===== config.mk =====
export PLATFORM = sky130hd
export DESIGN_NAME = jt51_phacc
export DESIGN_NICKNAME = d
export VERILOG_FILES = /design/src/rtl/jt51_phacc.sv
export SDC_FILE = /design/constraint.sdc
export NUM_CORES = 1
export LEC_CHECK = 0
export BUFFER_PORTS_ARGS = -buffer_cell sky130_fd_sc_hd__clkbuf_2
export CAP_MARGIN = 30
export CORE_ASPECT_RATIO = 0.6
export CORE_MARGIN = 3
export CORE_UTILIZATION = 30
export CTS_BUF_LIST = sky130_fd_sc_hd__clkbuf_8
export DETAILED_ROUTE_END_ITERATION = 10
export GPL_TIMING_DRIVEN = 0
export HOLD_SLACK_MARGIN = 0.06
export SLEW_MARGIN = 5
export SYNTH_ARGS = -nofsm -noshare
export SYNTH_HDL_FRONTEND = slang
export SYNTH_SLANG_ARGS = --single-unit

===== constraint.sdc =====
create_clock -name clk -period 21.9 [get_ports clk]
set_input_delay 3.285 -clock clk [delete_from_list [all_inputs] [get_ports clk]]
set_output_delay 3.285 -clock clk [all_outputs]
set_load 0.01 [all_outputs]

===== src/rtl/jt51_phacc.sv =====
// jt51_phacc: JT51 phase generator.
// Converts the per-slot extended key code into a phase increment. The
// increment is built by table interpolation, octave shift, optional DT1
// detune and MUL scaling. A 20-bit phase is then accumulated per operator
// slot in a 32-entry ring.
// Optional feature: define JT51_PG_DT1_EN to enable the DT1 detune path.
// Pipeline: stage 1 (decode/interp), stage 2 (octave/DT1), stage 3a (MUL),
// stage 3b (accumulate). A slot sampled on cen edge N appears on cen edge N+3.

module jt51_phacc (
    input  logic        clk,
    input  logic        rst,
    input  logic        cen,
    input  logic [12:0] kcex,
    input  logic [2:0]  dt1,
    input  logic [3:0]  mul,
    input  logic        keyon,
    output logic [9:0]  phase,
    output logic [4:0]  slot_out
);

    // Base increments for the 12 semitones, plus the next octave's first note
    // so that interpolation at note 11 has an upper neighbour.
    function automatic logic [11:0] base_tab(input logic [3:0] idx);
        logic [11:0] val;
        case (idx)
            4'd0:    val = 12'd1299;
            4'd1:    val = 12'd1376;
            4'd2:    val = 12'd1458;
            4'd3:    val = 12'd1545;
            4'd4:    val = 12'd1637;
            4'd5:    val = 12'd1734;
            4'd6:    val = 12'd1837;
            4'd7:    val = 12'd1946;
            4'd8:    val = 12'd2062;
            4'd9:    val = 12'd2185;
            4'd10:   val = 12'd2315;
            4'd11:   val = 12'd2452;
            default: val = 12'd2598;
        endcase
        return val;
    endfunction

    logic [4:0]  slot_in;

    // stage 1 registers
    logic [11:0] inc1;
    logic [2:0]  oct1;
    logic [3:0]  mul1;
    logic        keyon1;
    logic [4:0]  slot1;

    // stage 2 registers
    logic [16:0] pdt2;
    logic [3:0]  mul2;
    logic        keyon2;
    logic [4:0]  slot2;

    // stage 3 registers
    logic [19:0] minc3;
    logic        keyon3;
    logic [4:0]  slot3;

    logic [19:0] ring [0:31];

    // stage 1 combinational
    logic [3:0]  note;
    logic [3:0]  n_lo;
    logic [3:0]  n_hi;
    logic [11:0] b_lo;
    logic [11:0] b_hi;
    logic [11:0] diff;
    logic [17:0] interp;
    logic [11:0] interp_sh;
    logic [11:0] inc_s1;

    // stage 2 combinational
    logic [18:0] shifted;
    logic [16:0] pinc;
    logic [16:0] pdt_s2;

    // stage 3 combinational
    logic [19:0] minc_s3;
    logic [19:0] old_ph;
    logic [19:0] new_ph;

`ifdef JT51_PG_DT1_EN
    logic [2:0]  dt1_1;
    logic [4:0]  det;
`else
    logic        unused_dt1;
    assign unused_dt1 = ^dt1;
`endif

    // Stage 1: fold notes 3/7/11/15 onto the next note, then interpolate by kf.
    always_comb begin
        note      = kcex[9:6];
        n_lo      = note - {2'b00, note[3:2]};
        n_hi      = n_lo + 4'd1;
        b_lo      = base_tab(n_lo);
        b_hi      = base_tab(n_hi);
        diff      = b_hi - b_lo;
        interp    = 18'(diff) * 18'(kcex[5:0]);
        interp_sh = 12'(interp >> 6);
        inc_s1    = b_lo + interp_sh;
    end

    // Stage 2: octave shift and optional signed detune, wrapping at 17 bits.
    always_comb begin
        shifted = {7'd0, inc1} << oct1;
        pinc    = 17'(shifted >> 2);
`ifdef JT51_PG_DT1_EN
        det     = 5'(dt1_1[1:0]) * (5'(oct1) + 5'd1);
        pdt_s2  = dt1_1[2] ? (pinc - 17'(det)) : (pinc + 17'(det));
`else
        pdt_s2  = pinc;
`endif
    end

    // Stage 3: MUL scaling (0 means half) and keyon-aware accumulation.
    always_comb begin
        if (mul2 == 4'd0)
            minc_s3 = 20'(pdt2 >> 1);
        else
            minc_s3 = 20'(pdt2) * 20'(mul2);
        old_ph = ring[slot3];
        new_ph = keyon3 ? 20'd0 : (old_ph + minc3);
    end

    // Slot counter and pipeline registers.
    always_ff @(posedge clk) begin
        if (rst) begin
            slot_in <= 5'd0;
            inc1    <= 12'd0;
            oct1    <= 3'd0;
            mul1    <= 4'd0;
            keyon1  <= 1'b0;
            slot1   <= 5'd0;
            pdt2    <= 17'd0;
            mul2    <= 4'd0;
            keyon2  <= 1'b0;
            slot2   <= 5'd0;
            minc3   <= 20'd0;
            keyon3  <= 1'b0;
            slot3   <= 5'd0;
`ifdef JT51_PG_DT1_EN
            dt1_1   <= 3'd0;
`endif
        end else if (cen) begin
            slot_in <= slot_in + 5'd1;
            inc1    <= inc_s1;
            oct1    <= kcex[12:10];
            mul1    <= mul;
            keyon1  <= keyon;
            slot1   <= slot_in;
            pdt2    <= pdt_s2;
            mul2    <= mul1;
            keyon2  <= keyon1;
            slot2   <= slot1;
            minc3   <= minc_s3;
            keyon3  <= keyon2;
            slot3   <= slot2;
`ifdef JT51_PG_DT1_EN
            dt1_1   <= dt1;
`endif
        end
    end

    // Phase ring write-back and registered outputs.
    always_ff @(posedge clk) begin
        if (rst) begin
            for (int i = 0; i < 32; i++) ring[i] <= 20'd0;
            phase    <= 10'd0;
            slot_out <= 5'd0;
        end else if (cen) begin
            ring[slot3] <= new_ph;
            phase       <= new_ph[19:10];
            slot_out    <= slot3;
        end
    end

endmodule


### Yosys cells after proc, flatten, opt, wreduce, memory -nomap -nowiden

Memories as Yosys holds them, arrays and structs flattened. A register that Yosys moved wholly into a read port is not among the register bits.
Cells that the tools add are included.
Widths: inputs -> output; s select.

| word-level totals | value |
|---|---|
| logic and storage cells | 41 |
| RAM bits | 640 |
| register bits after elaboration | 98 |
| bits in latches | 0 |
| bits in read-only memories | 384 |
| memories kept | 3 |
| input port bits | 24 |

Memories:

| name | depth | width | read ports | clocked after Yosys merged registers in | write ports | line | RTL |
|---|---|---|---|---|---|---|---|
| ring | 32 | 20 | 1 | 1 | 32 | 64 | `logic [19:0] ring [0:31];` |
| (name not given) | 16 | 12 | 1 | 0 | 0 | 26 | `case (idx)` |
| (name not given) | 16 | 12 | 1 | 0 | 0 | 26 |  |

| operators by class | value |
|---|---|
| multiply operators | 2 |
| muxes and demuxes | 12 |
| add/sub/neg operators | 6 |
| order comparisons | 0 |
| divide/modulo/power cells | 0 |
| equality and inequality tests | 0 |
| shifts and indexed selects | 1 |
| bitwise logic cells | 0 |
| reductions and logical operators | 2 |

Operator list:

| kind | count |
|---|---|
| $mux 20 | 3 |
| $add 20x20->20 | 1 |
| $mul 17x4->20 | 1 |
| $reduce_or 20->1 | 1 |
| $shl 12x3->19 | 1 |
| $mul 12x6->18 | 1 |
| $mux 5 | 3 |
| $add 12x12->12 | 1 |
| $sub 12x12->12 | 1 |
| $mux 1 | 6 |
| $add 5x1->5 const B | 1 |
| $add 4x1->4 const B | 1 |
| $logic_not 4->1 | 1 |
| $sub 4x2->4 | 1 |

### Logic depth before layout (Yosys ltp)

An unclocked memory read counts as a cell.

| logic depth | value |
|---|---|
| depth in word-level cells | 6 |
| gate-level depth with buffers | 42 |
| mapped depth without buffers | 41 |

### Worst setup path after synthesis

No wires, ideal clock.

| timing | value |
|---|---|
| kind | input to register |
| from | in kcex[6] |
| to | reg inc1[11] |
| slack | 9.879 ns |
| library setup time | 0.086 ns |
| arrival | 11.935 ns |
| stages on the path | 42 |
| cells stage by stage | inv_1 -> ha_1 -> inv_1 -> fa_1 -> xor2_1 -> clkbuf_1 -> ha_1 -> clkbuf_1 -> inv_1 -> o21ai_0 -> a311o_1 -> o221a_2 -> ha_1 -> inv_1 -> fa_1 -> a21o_1 -> a21o_1 -> a21oi_1 -> [6 not listed] -> inv_1 -> fa_1 -> inv_1 -> ha_1 -> a21oi_1 -> a21boi_0 -> a311oi_1 -> nor2b_1 -> o21a_1 -> nor2_1 -> xnor2_1 -> ha_1 -> nand3_1 -> nor3_1 -> a2111oi_0 -> a21oi_1 -> xnor2_1 -> a211oi_1 |

| between the ends | value |
|---|---|
| word-level cells in the longest chain between the ends | 6 |

RTL lines:

| what | line | RTL |
|---|---|---|
| start: declaration | 14 | `input logic [12:0] kcex,` |
| $sub 4x2->4 (*) | 98 | `n_lo = note - {2'b00, note[3:2]};` |
| $add 4x1->4 | 99 | `n_hi = n_lo + 4'd1;` |
| $mem_v2 16x12 | -- |  |
| $sub 12x12->12 | 102 | `diff = b_hi - b_lo;` |
| $mul 12x6->18 | 103 | `interp = 18'(diff) * 18'(kcex[5:0]);` |
| $add 12x12->12 (*) | 105 | `inc_s1 = b_lo + interp_sh;` |
| end signal: assignment | 151 | `inc1 <= inc_s1;` |
| end: declaration | 47 | `logic [11:0] inc1;` |

Every way passes the cells marked *; elsewhere a longest branch is shown, timed or not.
A chain may end at the register's enable or synchronous reset.

### Worst setup path after layout

Same ends and word-level chain as after synthesis.

==> impl_metrics.toml <==
[status]
status = "complete, no violations"

[yosys]
synth_top_area_cell = "edfxtp_1"
syn_inst = 3075
ys_top_cells_by_area = "edfxtp_1 50%, mux4_2 12%, nor2_1 7.5%"
yosys-top-cells-count = "765 x nor2_1, 640 x edfxtp_1, 197 x mux4_2, 189 x nand2_1, 145 x clkbuf_1"
avgSynthCellArea_um2 = 12.4
ys_seq_elements = 743
synth_most_common_cell = "nor2_1"
yosysWarnings = 0
ys.flop_type = "edfxtp_1"
synth_enable_flop_cells = 640
async_flop_share_pct = 0
synth_nets = 3275
yosysTopAreaCellShare_pct = 50.4
ys_types = 73
ys_seq_area_share_pct = 55.8
netlist_area_um2 = 38200

[detailed_routing]
ant_nets = 0
drc = 0
drt_iter0_markers = 4043
wire_per_inst_um = 24.6
first_pass_iters = 6
vias = 26900
totalWireLength_um = 124000
via_per_inst = 5.32

[setup_path]
worstPathRequired_ns = 22.60
cp_slowest_cell = "a2111oi_0"
arrival_ns = 13.82
crit_fanout = 14
critPathKind = "in2reg"
crit_path_max_incr_delay_ns = 0.69
critPathMostFrequentCell = "inv_1"
startpoint = "kcex[6]"
crit_path_start_kind = "primary input"
end_kind = "flip-flop"

[clock_network]
cts_tree = "done"
clk_path_buf_depth = 3
hold_buffers = 0
cts_resized = 0
cts_htree_levels = 3
postCtsSetupBuffers = 0
worst_skew_pair.late_latency_ns = 0.80
clock_sinks = 743
cts_root_buf = "clkbuf_8"
clk_pin_slew_ns = 0.07
cts_inserted_buffers = 107

[die]
io_pins = 39
rows = 100
die_h_um = 282
chipWidth_um = 466
start_util_pct = 30.5
core_area_um2 = 125000
fp.dieArea_um2 = 132000

[timing]
slew_violations = 0
hold-worst-slack_ns = 0.473
rsz0062_at_grt = "false"
min_period_over_period_pct = 59.9
hold_viol = 0
fin_crit_ns = 13.13
fin_ws_ns = 8.77
slew_headroom_pct = 27.1
fmax_mhz = 76.2
worst_pin_slew_ns = 1.09
setup_viol = 0
finalSetupTns_ns = 0
fin_skew_ns = 0.0399

[cells_and_area]
seq_area_um2 = 21300
multi_input_area_um2 = 15600
fill_cells = 12300
drive_above_1_share_pct = 15.0
fin_nets = 3477
final_util_pct = 34.9
syn_to_final_growth_pct = 14.5

[flow_run]
maxCapViolCount = 0

[min_path]
hp-class = "reg2reg"
min_from = "minc3[17]"

[global_route]
grt_pass1_vias = 25200
grt_max_degree = 18
grt-ovfl-total = 0
grt_pass1_wl_um = 178000
grt_antenna_before_repair = 9
grt_util_all_layers_pct = 18.6

[pwr]
powerDensity_nw_per_um2 = 148
p_leak_nw = 15.9
peakVddDrop_mv = 0.386

[placed_design]
io_buffers = 35
dp_hpwl_um = 93800
place_ws_ns = 8.13
gp_congestion = 0.928
-- report_power, final --
part | internal, W | switching [W]
Sequential | 0.00160 | 0.0000341
Combinational | 0.00150 | 0.00221
Clock | 0.000553 | 0.000570
-- metrics by stage --
step,total power [W],area [µm²],std cells
6_report,0.00648,43700,5051
5_1_grt,0.00703,43700,5051
4_1_cts,0.00645,43600,5041
3_5_place_dp,0.00532,41500,4844
3_3_place_gp,0.00528,40400,4793
2_1_floorplan,0.00441,38200,3075
-- logic make-up after synthesis --
group | share of synthesized area, %
fa+ha+maj | 7.23
mux | 14.2
compound gates | 4.79
simple gates | 13.2
xor+xnor | 1.33
buf+inv | 3.47
flops | 55.8
-- sequential cells by signal, summed over array words and instances (netlist names), 3 cells and up, named ones only --
signal,flops
oct1,3
ring,640
slot2,5
phase,10
pdt2,17
mul2,4
mul1,4
slot_out,5
inc1,12
minc3,20
slot_in,5
slot3,5
slot1,5
-- final timing paths --
check / end / slack, ns / cells past startpoint
worst max-delay path: inc1[11] / 8.77 / 43
worst min-delay path: minc3[17] / 0.47 / 2
worst max register to register: ring[24][12] / 13.95 / 16
worst min register to register: minc3[17] / 0.47 / 2
-- routing by layer --
layer,track usage (%),part of all wire (%)
met5,0,0.010
met4,4.41,2.1
met3,7.41,16
met2,22.7,36
met1,29.6,45
-- worst max-delay path: cells and delay by family --
| kind | cells | cell delay, ns |
|---|---|---|
| AOI/OAI and AO/OA | 14 | 3.68 |
| xor gates and xnor gates | 4 | 1.09 |
| adders and majority gates | 10 | 3.40 |
| buffers and inverters | 9 | 1.46 |
| and+or+nand+nor | 6 | 0.91 |
-- area by class of cell --
type,instances,share of cell area (%)
diodes,3,0.0172
plain buffers,214,1.94
clock buffers,114,3.59
clock inverters,83,1.18
inverters,127,1.09
multi-input cells,1991,35.7
flip-flops and latches,743,48.7
well taps,1683,4.82
repair buffers,93,2.98
-- layout by cell type, fill, tap and decap left out, types with 41 or more instances in the layout --
cell type / count
buf_1: 48
and2_1: 80
edfxtp_1: 640
dfxtp_1: 103
mux4_2: 197
clkbuf_8: 114
clkbuf_1: 145
o21ai_0: 41
nand3_1: 57
ha_1: 102
nor2_1: 765
a21oi_1: 75
fa_1: 74
nand2_1: 189
inv_1: 157
mux2i_1: 68
Power figures use the tool's default switching activity.
